[config.mk]
export PLATFORM = sky130hd
export DESIGN_NAME = approx_add_pipe
export DESIGN_NICKNAME = d
export VERILOG_FILES = /design/src/rtl/approx_add_pipe.sv
export SDC_FILE = /design/constraint.sdc
export NUM_CORES = 1
export LEC_CHECK = 0
export ABC_AREA = 1
export CORE_MARGIN = 4
export CORE_UTILIZATION = 30
export DETAILED_ROUTE_END_ITERATION = 6
export SLEW_MARGIN = 20
export SYNTH_ARGS = -nofsm -noshare
export SYNTH_HDL_FRONTEND = slang
export SYNTH_SLANG_ARGS = --single-unit
[constraint.sdc]
create_clock -name clk -period 4.3 [get_ports clk]
set_input_delay 1.075 -clock clk [delete_from_list [all_inputs] [get_ports clk]]
set_output_delay 1.075 -clock clk [all_outputs]
set_load 0.1 [all_outputs]
[src/rtl/approx_add_pipe.sv]
// Pipelined unsigned approximate adder: low K bits approximated in stage 0, carry chain
// split into SEG_W-bit registered segments, with a saturating count of inexact results.
module approx_add_pipe #(
  parameter int WIDTH      = 12,
  parameter int SEG_W      = 4,
  parameter int MAX_APPROX = 4,
  parameter int ERR_CNT_W  = 16
) (
  input  logic                            clk,
  input  logic                            rst,
  input  logic                            in_valid,
  output logic                            in_ready,
  input  logic [WIDTH-1:0]                in_a,
  input  logic [WIDTH-1:0]                in_b,
  input  logic [1:0]                      in_mode,
  input  logic [$clog2(MAX_APPROX+1)-1:0] in_k,
  output logic                            out_valid,
  input  logic                            out_ready,
  output logic [WIDTH:0]                  out_sum,
  output logic                            out_err,
  input  logic                            err_clr,
  output logic [ERR_CNT_W-1:0]            err_cnt
);

  localparam int STAGES = (WIDTH + SEG_W - 1) / SEG_W;
  localparam int KW     = $clog2(MAX_APPROX + 1);
  localparam int SEG0   = (SEG_W < WIDTH) ? SEG_W : WIDTH;
  localparam logic [KW-1:0]  K_MAX     = KW'(MAX_APPROX);
  localparam logic [WIDTH:0] ONE       = (WIDTH+1)'(1);
  localparam logic [WIDTH:0] SEG0_MASK = (ONE << SEG0) - ONE;

  // Handshake: a beat moves on in_valid && in_ready, a result leaves on out_valid && out_ready.
  // One global enable en = !out_valid || out_ready advances every stage at once (no bubble
  // squeezing); in_ready is en, so it depends combinationally on out_ready.
  logic en;
  assign en       = !out_valid || out_ready;
  assign in_ready = en;

  // Per-stage registers; index STAGES-1 is the output stage.
  logic             v_q [STAGES];
  logic             c_q [STAGES];
  logic             e_q [STAGES];
  logic [WIDTH-1:0] a_q [STAGES];
  logic [WIDTH-1:0] b_q [STAGES];
  logic [WIDTH-1:0] s_q [STAGES];

  logic             v_d [STAGES];
  logic             c_d [STAGES];
  logic             e_d [STAGES];
  logic [WIDTH-1:0] a_d [STAGES];
  logic [WIDTH-1:0] b_d [STAGES];
  logic [WIDTH-1:0] s_d [STAGES];

  logic [KW-1:0] k_eff;
  logic [WIDTH:0] kmask, a0, b0, hi, lows, approx, seg0;
  logic [WIDTH:0] wm, t, placed;
  int             seg_lo, seg_len;

  // Stage 0: approximate bits [K-1:0], exact add of bits K..SEG0-1 with zero carry-in.
  always_comb begin
    k_eff = (in_k > K_MAX) ? K_MAX : in_k;
    if (in_mode == 2'd0) k_eff = '0;
    kmask = (ONE << k_eff) - ONE;
    a0    = {1'b0, in_a} & SEG0_MASK;
    b0    = {1'b0, in_b} & SEG0_MASK;
    hi    = (a0 & ~kmask) + (b0 & ~kmask);
    lows  = (a0 & kmask) + (b0 & kmask);
    case (in_mode)
      2'd1:    approx = a0 & kmask;
      2'd2:    approx = (a0 | b0) & kmask;
      default: approx = '0;
    endcase
    seg0 = (hi & SEG0_MASK) | approx;
  end

  always_comb begin
    wm      = '0;
    t       = '0;
    placed  = '0;
    seg_lo  = 0;
    seg_len = 0;
    for (int s = 0; s < STAGES; s++) begin
      v_d[s] = 1'b0;
      c_d[s] = 1'b0;
      e_d[s] = 1'b0;
      a_d[s] = '0;
      b_d[s] = '0;
      s_d[s] = '0;
    end

    v_d[0] = in_valid;
    a_d[0] = in_a;
    b_d[0] = in_b;
    s_d[0] = seg0[WIDTH-1:0];
    c_d[0] = hi[SEG0];
    // Inexact when the approximated bits differ or the exact low add would carry into bit K.
    e_d[0] = (approx != (lows & kmask)) || lows[k_eff];

    for (int s = 1; s < STAGES; s++) begin
      seg_lo  = s * SEG_W;
      seg_len = (WIDTH - seg_lo < SEG_W) ? (WIDTH - seg_lo) : SEG_W;
      wm      = (ONE << seg_len) - ONE;
      t       = (({1'b0, a_q[s-1]} >> seg_lo) & wm)
              + (({1'b0, b_q[s-1]} >> seg_lo) & wm)
              + {{WIDTH{1'b0}}, c_q[s-1]};
      placed  = (t & wm) << seg_lo;
      v_d[s]  = v_q[s-1];
      a_d[s]  = a_q[s-1];
      b_d[s]  = b_q[s-1];
      e_d[s]  = e_q[s-1];
      s_d[s]  = s_q[s-1] | placed[WIDTH-1:0];
      c_d[s]  = t[seg_len];
    end
  end

  always_ff @(posedge clk) begin
    if (rst) begin
      for (int s = 0; s < STAGES; s++) begin
        v_q[s] <= 1'b0;
        c_q[s] <= 1'b0;
        e_q[s] <= 1'b0;
        a_q[s] <= '0;
        b_q[s] <= '0;
        s_q[s] <= '0;
      end
    end else if (en) begin
      for (int s = 0; s < STAGES; s++) begin
        v_q[s] <= v_d[s];
        c_q[s] <= c_d[s];
        e_q[s] <= e_d[s];
        a_q[s] <= a_d[s];
        b_q[s] <= b_d[s];
        s_q[s] <= s_d[s];
      end
    end
  end

  assign out_valid = v_q[STAGES-1];
  assign out_sum   = {c_q[STAGES-1], s_q[STAGES-1]};
  assign out_err   = e_q[STAGES-1];

  // Clear has priority over a same-cycle increment.
  always_ff @(posedge clk) begin
    if (rst || err_clr) begin
      err_cnt <= '0;
    end else if (out_valid && out_ready && out_err && (err_cnt != '1)) begin
      err_cnt <= err_cnt + ERR_CNT_W'(1);
    end
  end

endmodule
==> results of run 1 <==
-- per-stage QoR --
step | TNS, ps | setup slack (ps) | cells | util [%]
after global placement | 0 | 41.5 | 709 | 37.3
after floorplan | 0 | 660 | 471 | -
final | 0 | 267 | 725 | 39.6
after detailed placement | -57.8 | -57.8 | 709 | 37.3
after CTS | 0 | 287 | 725 | 39.6
after global routing | 0 | 3.79 | 725 | 39.6
-- synthesized netlist by cell type --
library cell / n
nand3b_1: 2
nor2_2: 1
clkbuf_1: 5
dfxtp_1: 16
nand2_2: 1
inv_2: 1
edfxtp_1: 57
a211oi_1: 2
nor2_4: 1
buf_6: 1
a31oi_1: 2
nor3_2: 2
nor3b_1: 1
nand4_1: 4
or2_2: 2
ha_1: 19
buf_4: 2
nand3_4: 1
nor3b_2: 1
a21oi_1: 23
xor2_1: 6
nand3_1: 27
nor3_1: 6
nand2_1: 75
clkinv_1: 1
nor2_1: 78
o21ai_0: 11
xnor2_1: 4
and3_1: 3
inv_1: 109
fa_1: 6
buf_1: 1
-- final cells by class --
class / count / area [sq um] / share of cell area (%)
Sequential cell: 73 / 2030 / 38.9
Clock buffer: 9 / 225 / 4.31
Tap cell: 176 / 220 / 4.22
Timing Repair Buffer: 71 / 706 / 13.5
Multi-Input combinational cell: 278 / 1550 / 29.6
Clock inverter: 7 / 77.6 / 1.49
Inverter: 111 / 417 / 7.98
-- worst register-to-register path, cell delays in order, from the launching register on --
cell,delay [ps]
dfxtp_1,390
ha_1,280
nand3_1,220
nor2_2,200
nand4_1,110
nand2_2,230
inv_2,200
nand3_1,130
nand2_1,50
nor3b_2,140
-- power groups by stage --
stage | clock network (W) | registers (W) | logic [W]
after floorplan | 0 | 0.000927 | 0.000148
after global routing | 0.000804 | 0.000833 | 0.000368
after CTS | 0.000773 | 0.000829 | 0.000333
after global placement | 0 | 0.000843 | 0.000328
final | 0.000747 | 0.000828 | 0.000330
after detailed placement | 0 | 0.000844 | 0.000332
-- registers in the layout, indices dropped and copies added (netlist names) --
name,count
err_cnt,16
a_q,12
e_q,3
s_q,24
c_q,3
b_q,12
v_q,3
-- cell usage in the layout, fill, tap and decap left out, types with 9 or more instances in the layout --
cell / n
a21oi_1: 22
clkbuf_16: 9
clkdlybuf4s50_1: 64
dfxtp_1: 16
edfxtp_1: 57
ha_1: 19
inv_1: 109
nand2_1: 74
nand3_1: 26
nor2_1: 78
o21ai_0: 11
-- routing by layer --
metal  track usage [%]  up-vias  part of all wire [%]
li1                  -     1615                     -
met1              14.3     1445                    46
met2              18.9       71                    48
met3              2.82        4                   5.2
met4              3.29        0                  0.53
met5                 0        -                     0
-- worst max path at each step --
stage               cells after the start                 endpoint  startpoint  slack (ps)
CTS                                    21  e_q[0][0]$_SDFFCE_PN0P_  in_mode[0]         290
floorplan                              22  e_q[0][0]$_SDFFCE_PN0P_  in_mode[0]         660
global route                           24  e_q[0][0]$_SDFFCE_PN0P_  in_mode[0]           4
finish                                 21  e_q[0][0]$_SDFFCE_PN0P_  in_mode[0]         270
global placement                       21  e_q[0][0]$_SDFFCE_PN0P_  in_mode[0]          40
detailed placement                     21  e_q[0][0]$_SDFFCE_PN0P_  in_mode[0]         -60
-- logic make-up (layout without fill, tap and decap cells) --
| logic type | count (synthesis) | after routing | synth area share [%] |
|---|---|---|---|
| flops | 73 | 73 | 50.4 |
| fa+ha+maj | 25 | 25 | 8.87 |
| buf+inv | 120 | 198 | 11.5 |
| xor+xnor | 10 | 10 | 2.17 |
| simple gates | 205 | 205 | 22.1 |
| compound gates | 38 | 38 | 4.90 |
==> results.cfg, run 1 <==
[routing]
remaining_drc_errors = 0
antenna_left = 0
viasPerCell = 4.32
drt_first_pass_iters = 4
vias = 3135
wl_per_cell_um = 11.1
drt_iter0_markers = 217
wl_um = 8080

[sta]
final_max_slew_viol_count = 0
worst_hold_slack_ps = 500
rsz0062_at_grt = false
clock.fmax_mhz = 248
period_minus_slack_ps = 4030
relSlewSlack_pct = 34.3
final_hold_viol_count = 0
skew_ps = 5.60
setup_viol = 0
worstMarginPinSlew_ps = 983
fin_crit_sh_pct = 93.8

[worst_setup_path]
critical_path_buf_inv_count = 6
r2r_end = err_cnt[9]$_SDFFE_PP0P_
path_max_fanout = 4
cp_slowest_cell = clkdlybuf4s50_1
end_kind = flip-flop
r2r_cells = 9
rrSetupSlack_ps = 2250
criticalPathCategory = primary input to flip-flop
startpoint_type = primary input
r2r-start = err_cnt[0]$_SDFFE_PP0P_
worstPathArrival_ps = 4090
required_ps = 4360
worstPathCellList = clkdlybuf4s50_1 -> inv_1 -> ha_1 -> inv_1 -> nand3_1 -> inv_1 -> nand2_1 -> ha_1 -> inv_1 -> nand2_1 -> inv_1 -> fa_1 -> xor2_1 -> nand3_1 -> nand2_1 -> nor2_1 -> nand2_1 -> nand2_1 -> nand3_1 -> nor2_1 -> nor2_1
max_stage_delay_ps = 500
path_delay_family = adder cells

[clocking]
clk_pin_slew_worst_paths_ps = 60
ctsResizeCount = 0
cts.sinks = 73
cts_buffers = 9
cts_tree = built
root_buffer = clkbuf_16
clkLatencyLatePin_ps = 330
clockBufferDepth = 2
post-cts-setup-buffers = 0
hold_buffers = 0
htree_levels = 3

[pwr]
power_density_mw_per_mm2 = 365
comb_power_share_pct = 17.3
switching_power_w = 0.000523
p_total_w = 0.00190
p_clk_share_pct = 39.2
p_leak_nw = 2.38
ir_worst_vdd_v = 0.000176
internal_power_w = 0.00138
pwr-share-seq_pct = 43.5
netSwitchingFraction_pct = 27.5

[synth]
syn_inst = 471
yosys_warnings = 0
avgSynthCellArea_sq_um = 8.56
syn_area_sq_mm = 0.00403
synth_top_area_share_pct = 42.4
ys_seq_area_share_pct = 50.4
yosysUniqueCellTypes = 32
synth-seq-cells = 73
synthTopCellsByArea = edfxtp_1 42%, inv_1 10%, dfxtp_1 7.9%
synth_top_cell_by_area = edfxtp_1
syn_nets = 530

[final_layout]
area.growth.synth_to_final_pct = 29.5
antenna_cells = 0
nets = 603
drive_gt1_share_pct = 6.38
n_fill_cell = 1324
fin_area_sq_mm = 0.00522

[floorplanning]
core_sq_mm = 0.0132
dieArea_sq_mm = 0.0154
fp-row-count = 42
die_h_um = 124
pin_count = 66
initial_utilization_pct = 30.6
fp.dieW_um = 124

[worst_hold_path]
min_path_type = flip-flop to flip-flop
min_from = err_cnt[0]$_SDFFE_PP0P_
min_path_cells = 1
worstHoldEndpoint = err_cnt[0]$_SDFFE_PP0P_

[placement]
port_buffers = 65
place_hpwl_um = 6060
place_area_sq_mm = 0.00492
gp_congestion = 0.906

[run_status]
outcome = complete, no violations

[grt]
grt_pass1_wl_um = 13700
globalRoute.totalOverflow = 0
grt_use_total_pct = 11.2
grt_start_max_net_pins = 58
antenna_found_initial = 0
grt_pass1_vias = 3018

[job]
cap_viol_max_count = 0
Power figures use the tool's default switching activity.
==> run 2, diff against run 1 <==
Settings changed: SLEW_MARGIN 20 to default.
Clock period 4.3 ns to 3.4 ns, I/O delays scaled along.
==> results.cfg, run 2 (synthesis gave the netlist of run 1 again) <==
[sta]
rsz0062_at_grt = false
relSlewSlack_pct = 51.7
final_max_slew_viol_count = 0
clock.fmax_mhz = 314
worstMarginPinSlew_ps = 725
worst_hold_slack_ps = 505
final_hold_viol_count = 0
period_minus_slack_ps = 3180
skew_ps = 9.07
fin_crit_sh_pct = 93.6
setup_viol = 0

[pwr]
p_leak_nw = 2.58
pwr-share-seq_pct = 41.9
internal_power_w = 0.00179
comb_power_share_pct = 19.2
p_total_w = 0.00250
ir_worst_vdd_v = 0.000254
power_density_mw_per_mm2 = 455
switching_power_w = 0.000705
p_clk_share_pct = 38.8
netSwitchingFraction_pct = 28.2

[placement]
post-place-cells = 727
place_hpwl_um = 6090
port_buffers = 65
gp_congestion = 0.845

[worst_hold_path]
min_path_type = flip-flop to flip-flop

[routing]
drt_iter0_markers = 163
vias = 3188
antenna_left = 0
wl_per_cell_um = 11.4
wl_um = 8560
drt_first_pass_iters = 5
remaining_drc_errors = 0
viasPerCell = 4.25

[worst_setup_path]
worstPathArrival_ps = 3250
end_kind = flip-flop
worstPathCellList = dlygate4sd2_1 -> inv_2 -> ha_4 -> inv_2 -> buf_4 -> nand3_4 -> nand3_4 -> buf_6 -> nand2_2 -> inv_2 -> ha_4 -> fa_2 -> nand2_2 -> nand3_1 -> nand2_1 -> nor2_1 -> nand2_1 -> nor2_1 -> nand3_1 -> nor2_1 -> nor2_1
cp_slowest_cell = fa_2
criticalPathCategory = primary input to flip-flop
critical_path_buf_inv_count = 6
required_ps = 3470
path_max_fanout = 5
crit_top_cell = nor2_1
startpoint_type = primary input
path_delay_family = adder cells
max_stage_delay_ps = 580

[grt]
grt_start_max_net_pins = 58
grt_use_total_pct = 11.8
antenna_found_initial = 0
grt_pass1_wl_um = 14400
grt_pass1_vias = 3174
globalRoute.totalOverflow = 0

[final_layout]
drive_gt1_share_pct = 21.0
final_cells = 751
final_common_cell = inv_1
final_cell_mix = 99 x inv_1, 75 x nor2_1, 67 x nand2_1
area.growth.synth_to_final_pct = 36.1
largest_reg_flops = 24
antenna_cells = 0
n_fill_cell = 1313
regMostFlops = s_q
nets = 629
largestRegisters = s_q x24, err_cnt x16

[clocking]
htree_levels = 3
cts.sinks = 73
cts_buffers = 9
clk_pin_slew_worst_paths_ps = 60
clkLatencyLatePin_ps = 330
cts_tree = built
clockBufferDepth = 2
root_buffer = clkbuf_16

[job]
cap_viol_max_count = 0

[floorplanning]
fp-row-count = 42
pin_count = 66
core_sq_mm = 0.0132
fp.dieW_um = 124
initial_utilization_pct = 30.6
die_h_um = 124
dieArea_sq_mm = 0.0154

[run_status]
outcome = complete, no violations
## run 2: what timing repair did
item                                   in CTS  in global routing
cloned                                      0                  0
hold buffers                                0                  0
buffers inserted                            3                  5
endpoints found under the hold margin       0                  0
setup endpoints to repair                   1                  1
gates resized for setup                    19                 22
pin swaps                                  10                 12
## run 2: power by group through the flow
stage | registers [W] | clock network (W) | logic (W)
2_1_floorplan | 0.00117 | 0 | 0.000188
3_3_place_gp | 0.00107 | 0 | 0.000437
3_5_place_dp | 0.00107 | 0 | 0.000441
4_1_cts | 0.00105 | 0.00100 | 0.000456
5_1_grt | 0.00105 | 0.00104 | 0.000532
6_report | 0.00105 | 0.000970 | 0.000480
## run 2: metal layers
metal / up-vias / global-route usage [%] / wire, um
met5: - / 0 / 0
met3: 10 / 3.45 / 459
li1: 1674 / - / -
met2: 68 / 19.3 / 3980
met1: 1436 / 15.2 / 4030
met4: 0 / 3.15 / 93
## run 2: cell type report
| class | instances | area [sq um] | area share (%) |
|---|---|---|---|
| clock buffer | 9 | 225 | 4.10 |
| clock inverter | 7 | 81.3 | 1.48 |
| tap | 176 | 220 | 4.01 |
| multi-input combinational | 278 | 1670 | 30.4 |
| inverter | 111 | 417 | 7.59 |
| timing repair buffer | 97 | 845 | 15.4 |
| sequential | 73 | 2030 | 37.0 |
## run 2: path summary, 6_finish.rpt
path                                start  cells past startpoint  slack [ps]                 endpoint
hold reg to reg   err_cnt[0]$_SDFFE_PP0P_                      1         510  err_cnt[0]$_SDFFE_PP0P_
setup reg to reg  err_cnt[0]$_SDFFE_PP0P_                      9        1320  err_cnt[9]$_SDFFE_PP0P_
setup / recovery               in_mode[1]                     21         220  e_q[0][0]$_SDFFCE_PN0P_
hold / removal    err_cnt[0]$_SDFFE_PP0P_                      1         510  err_cnt[0]$_SDFFE_PP0P_
## run 2: stage by stage
stage | worst slack (ps) | cell area (sq um) | utilization, % | setup TNS (ps)
finish | 219 | 5490 | 41.6 | 0
global placement | -528 | 4990 | 37.9 | -1270
global route | 1.92 | 5490 | 41.6 | 0
floorplan | 0.640 | 4040 | - | 0
CTS | 57.0 | 5380 | 40.8 | 0
detailed placement | -611 | 4990 | 37.9 | -1610
==> run 3, diff against run 2 <==
Settings changed: SETUP_SLACK_MARGIN from default to 0.5.
==> results.cfg, run 3 (synthesis gave the netlist of run 1 again) <==
[run_status]
outcome = complete, no violations

[worst_setup_path]
cp-startpoint = in_mode[0]
path_max_fanout = 4
max_stage_delay_ps = 240
endpoint = e_q[0][0]$_SDFFCE_PN0P_
crit_top_cell = nor2_1
r2r-start = err_cnt[0]$_SDFFE_PP0P_
cp_slowest_cell = ha_4
required_ps = 3480
criticalPathCategory = primary input to flip-flop
startpoint_type = primary input
r2r_end = err_cnt[9]$_SDFFE_PP0P_
worstPathCellList = buf_6 -> inv_4 -> ha_4 -> inv_4 -> nand3_4 -> buf_6 -> nand3_4 -> ha_4 -> inv_2 -> nand4_1 -> nand2_2 -> inv_4 -> nor2_4 -> ha_4 -> nand2_1 -> inv_1 -> a21oi_2 -> a21oi_1 -> nor2_1 -> nand2_1 -> nor2_1 -> nand3_1 -> nor2_1 -> nor2_1
end_kind = flip-flop
worstPathArrival_ps = 3140
r2r_cells = 9
rrSetupSlack_ps = 1350

[sta]
setup_viol = 0
worst_hold_slack_ps = 504
final_max_slew_viol_count = 0
fin_crit_sh_pct = 90.1
clock.fmax_mhz = 326
worstMarginPinSlew_ps = 542
relSlewSlack_pct = 63.7
final_hold_viol_count = 0
period_minus_slack_ps = 3060
skew_ps = 6.73
finalSetupTns_ps = 0
rsz0062_at_grt = true

[final_layout]
drive_gt1_share_pct = 22.3
largestRegisters = s_q x24, err_cnt x16
final_core_utilization_pct = 41.8
final_common_cell = inv_1
area.growth.synth_to_final_pct = 36.6
nets = 624
largest_reg_flops = 24
n_fill_cell = 1329
regMostFlops = s_q
antenna_cells = 0
final_cells = 745
final_cell_mix = 96 x inv_1, 73 x nor2_1, 67 x nand2_1

[clocking]
clk_pin_slew_worst_paths_ps = 60
cts_buffers = 9
clkLatencyLatePin_ps = 330
htree_levels = 3
root_buffer = clkbuf_16
cts.sinks = 73
hold_buffers = 0
cts_tree = built
clockBufferDepth = 2

[floorplanning]
fp.dieW_um = 124
dieArea_sq_mm = 0.0154
initial_utilization_pct = 30.6
fp-row-count = 42
pin_count = 66
core_sq_mm = 0.0132
die_h_um = 124

[placement]
post-place-cells = 723
port_buffers = 65
gp_congestion = 0.906
place_hpwl_um = 5820

[routing]
viasPerCell = 4.28
remaining_drc_errors = 0
drt_iter0_markers = 186
wl_per_cell_um = 11.2
drt_first_pass_iters = 4
antenna_left = 0
wl_um = 8320
vias = 3192

[job]
cap_viol_max_count = 0

[grt]
grt_start_max_net_pins = 58
grt_use_total_pct = 11.2
grt_pass1_wl_um = 13600
grt_pass1_vias = 3016
antenna_found_initial = 0
globalRoute.totalOverflow = 0

[pwr]
ir_worst_vdd_v = 0.000238
power_density_mw_per_mm2 = 447
p_leak_nw = 2.56

[worst_hold_path]
min_path_type = flip-flop to flip-flop
[run 3: how the worst min path moves through the flow]
stage                                        from                        to  depth (start not counted)
final                     err_cnt[3]$_SDFFE_PP0P_   err_cnt[3]$_SDFFE_PP0P_                          1
after global routing      err_cnt[2]$_SDFFE_PP0P_   err_cnt[2]$_SDFFE_PP0P_                          1
after CTS                 err_cnt[3]$_SDFFE_PP0P_   err_cnt[3]$_SDFFE_PP0P_                          1
after detailed placement  err_cnt[3]$_SDFFE_PP0P_   err_cnt[3]$_SDFFE_PP0P_                          1
after global placement    err_cnt[0]$_SDFFE_PP0P_   err_cnt[0]$_SDFFE_PP0P_                          1
after floorplan           a_q[0][8]$_SDFFCE_PN0P_  a_q[0][20]$_SDFFCE_PN0P_                          2
[run 3: area by class of cell]
class                           instances  area (sq um)  share of cell area (%)
Timing Repair Buffer                   92           821                    14.9
Tap cell                              176           220                    4.00
Inverter                              111           427                    7.74
Clock inverter                          6          68.8                    1.25
Sequential cell                        73          2030                    36.9
Clock buffer                            9           225                    4.09
Multi-Input combinational cell        278          1720                    31.2
[run 3: metrics by stage]
stage               worst slack (ps)  area [sq um]  power (W)
finish                           336          5510    0.00247
global route                     235          5510    0.00259
CTS                              423          5420    0.00248
detailed placement              -466          5000    0.00151
global placement                -394          5000    0.00150
floorplan                        150          4070    0.00136
[run 3: what timing repair did]
action,CTS,global route
resized for setup,45,16
pin swaps,23,21
buffers inserted,4,3
setup endpoints to repair,5,2
[run 3: power by group]
part           internal (W)  total [W]  switching [W]
Clock              0.000567   0.000922       0.000356
Sequential          0.00103    0.00105      0.0000205
Combinational      0.000189   0.000493       0.000304
Total               0.00178    0.00247       0.000680
[run 3: metal layers]
metal	GRT usage (%)	part of all wire [%]	up-vias	wire length, um
li1	-	-	1669	-
met5	0	0	-	0
met1	13.9	46	1438	3820
met3	3.27	4.9	12	411
met4	4.18	1.6	0	136
met2	18.4	48	73	3950
[run 3: critical path: cells and delay by family]
kind	cells	cell delay (ps)
buffers and inverters	7	450
and+or+nand+nor	12	1040
adders and majority gates	3	580
AOI/OAI and AO/OA	2	220
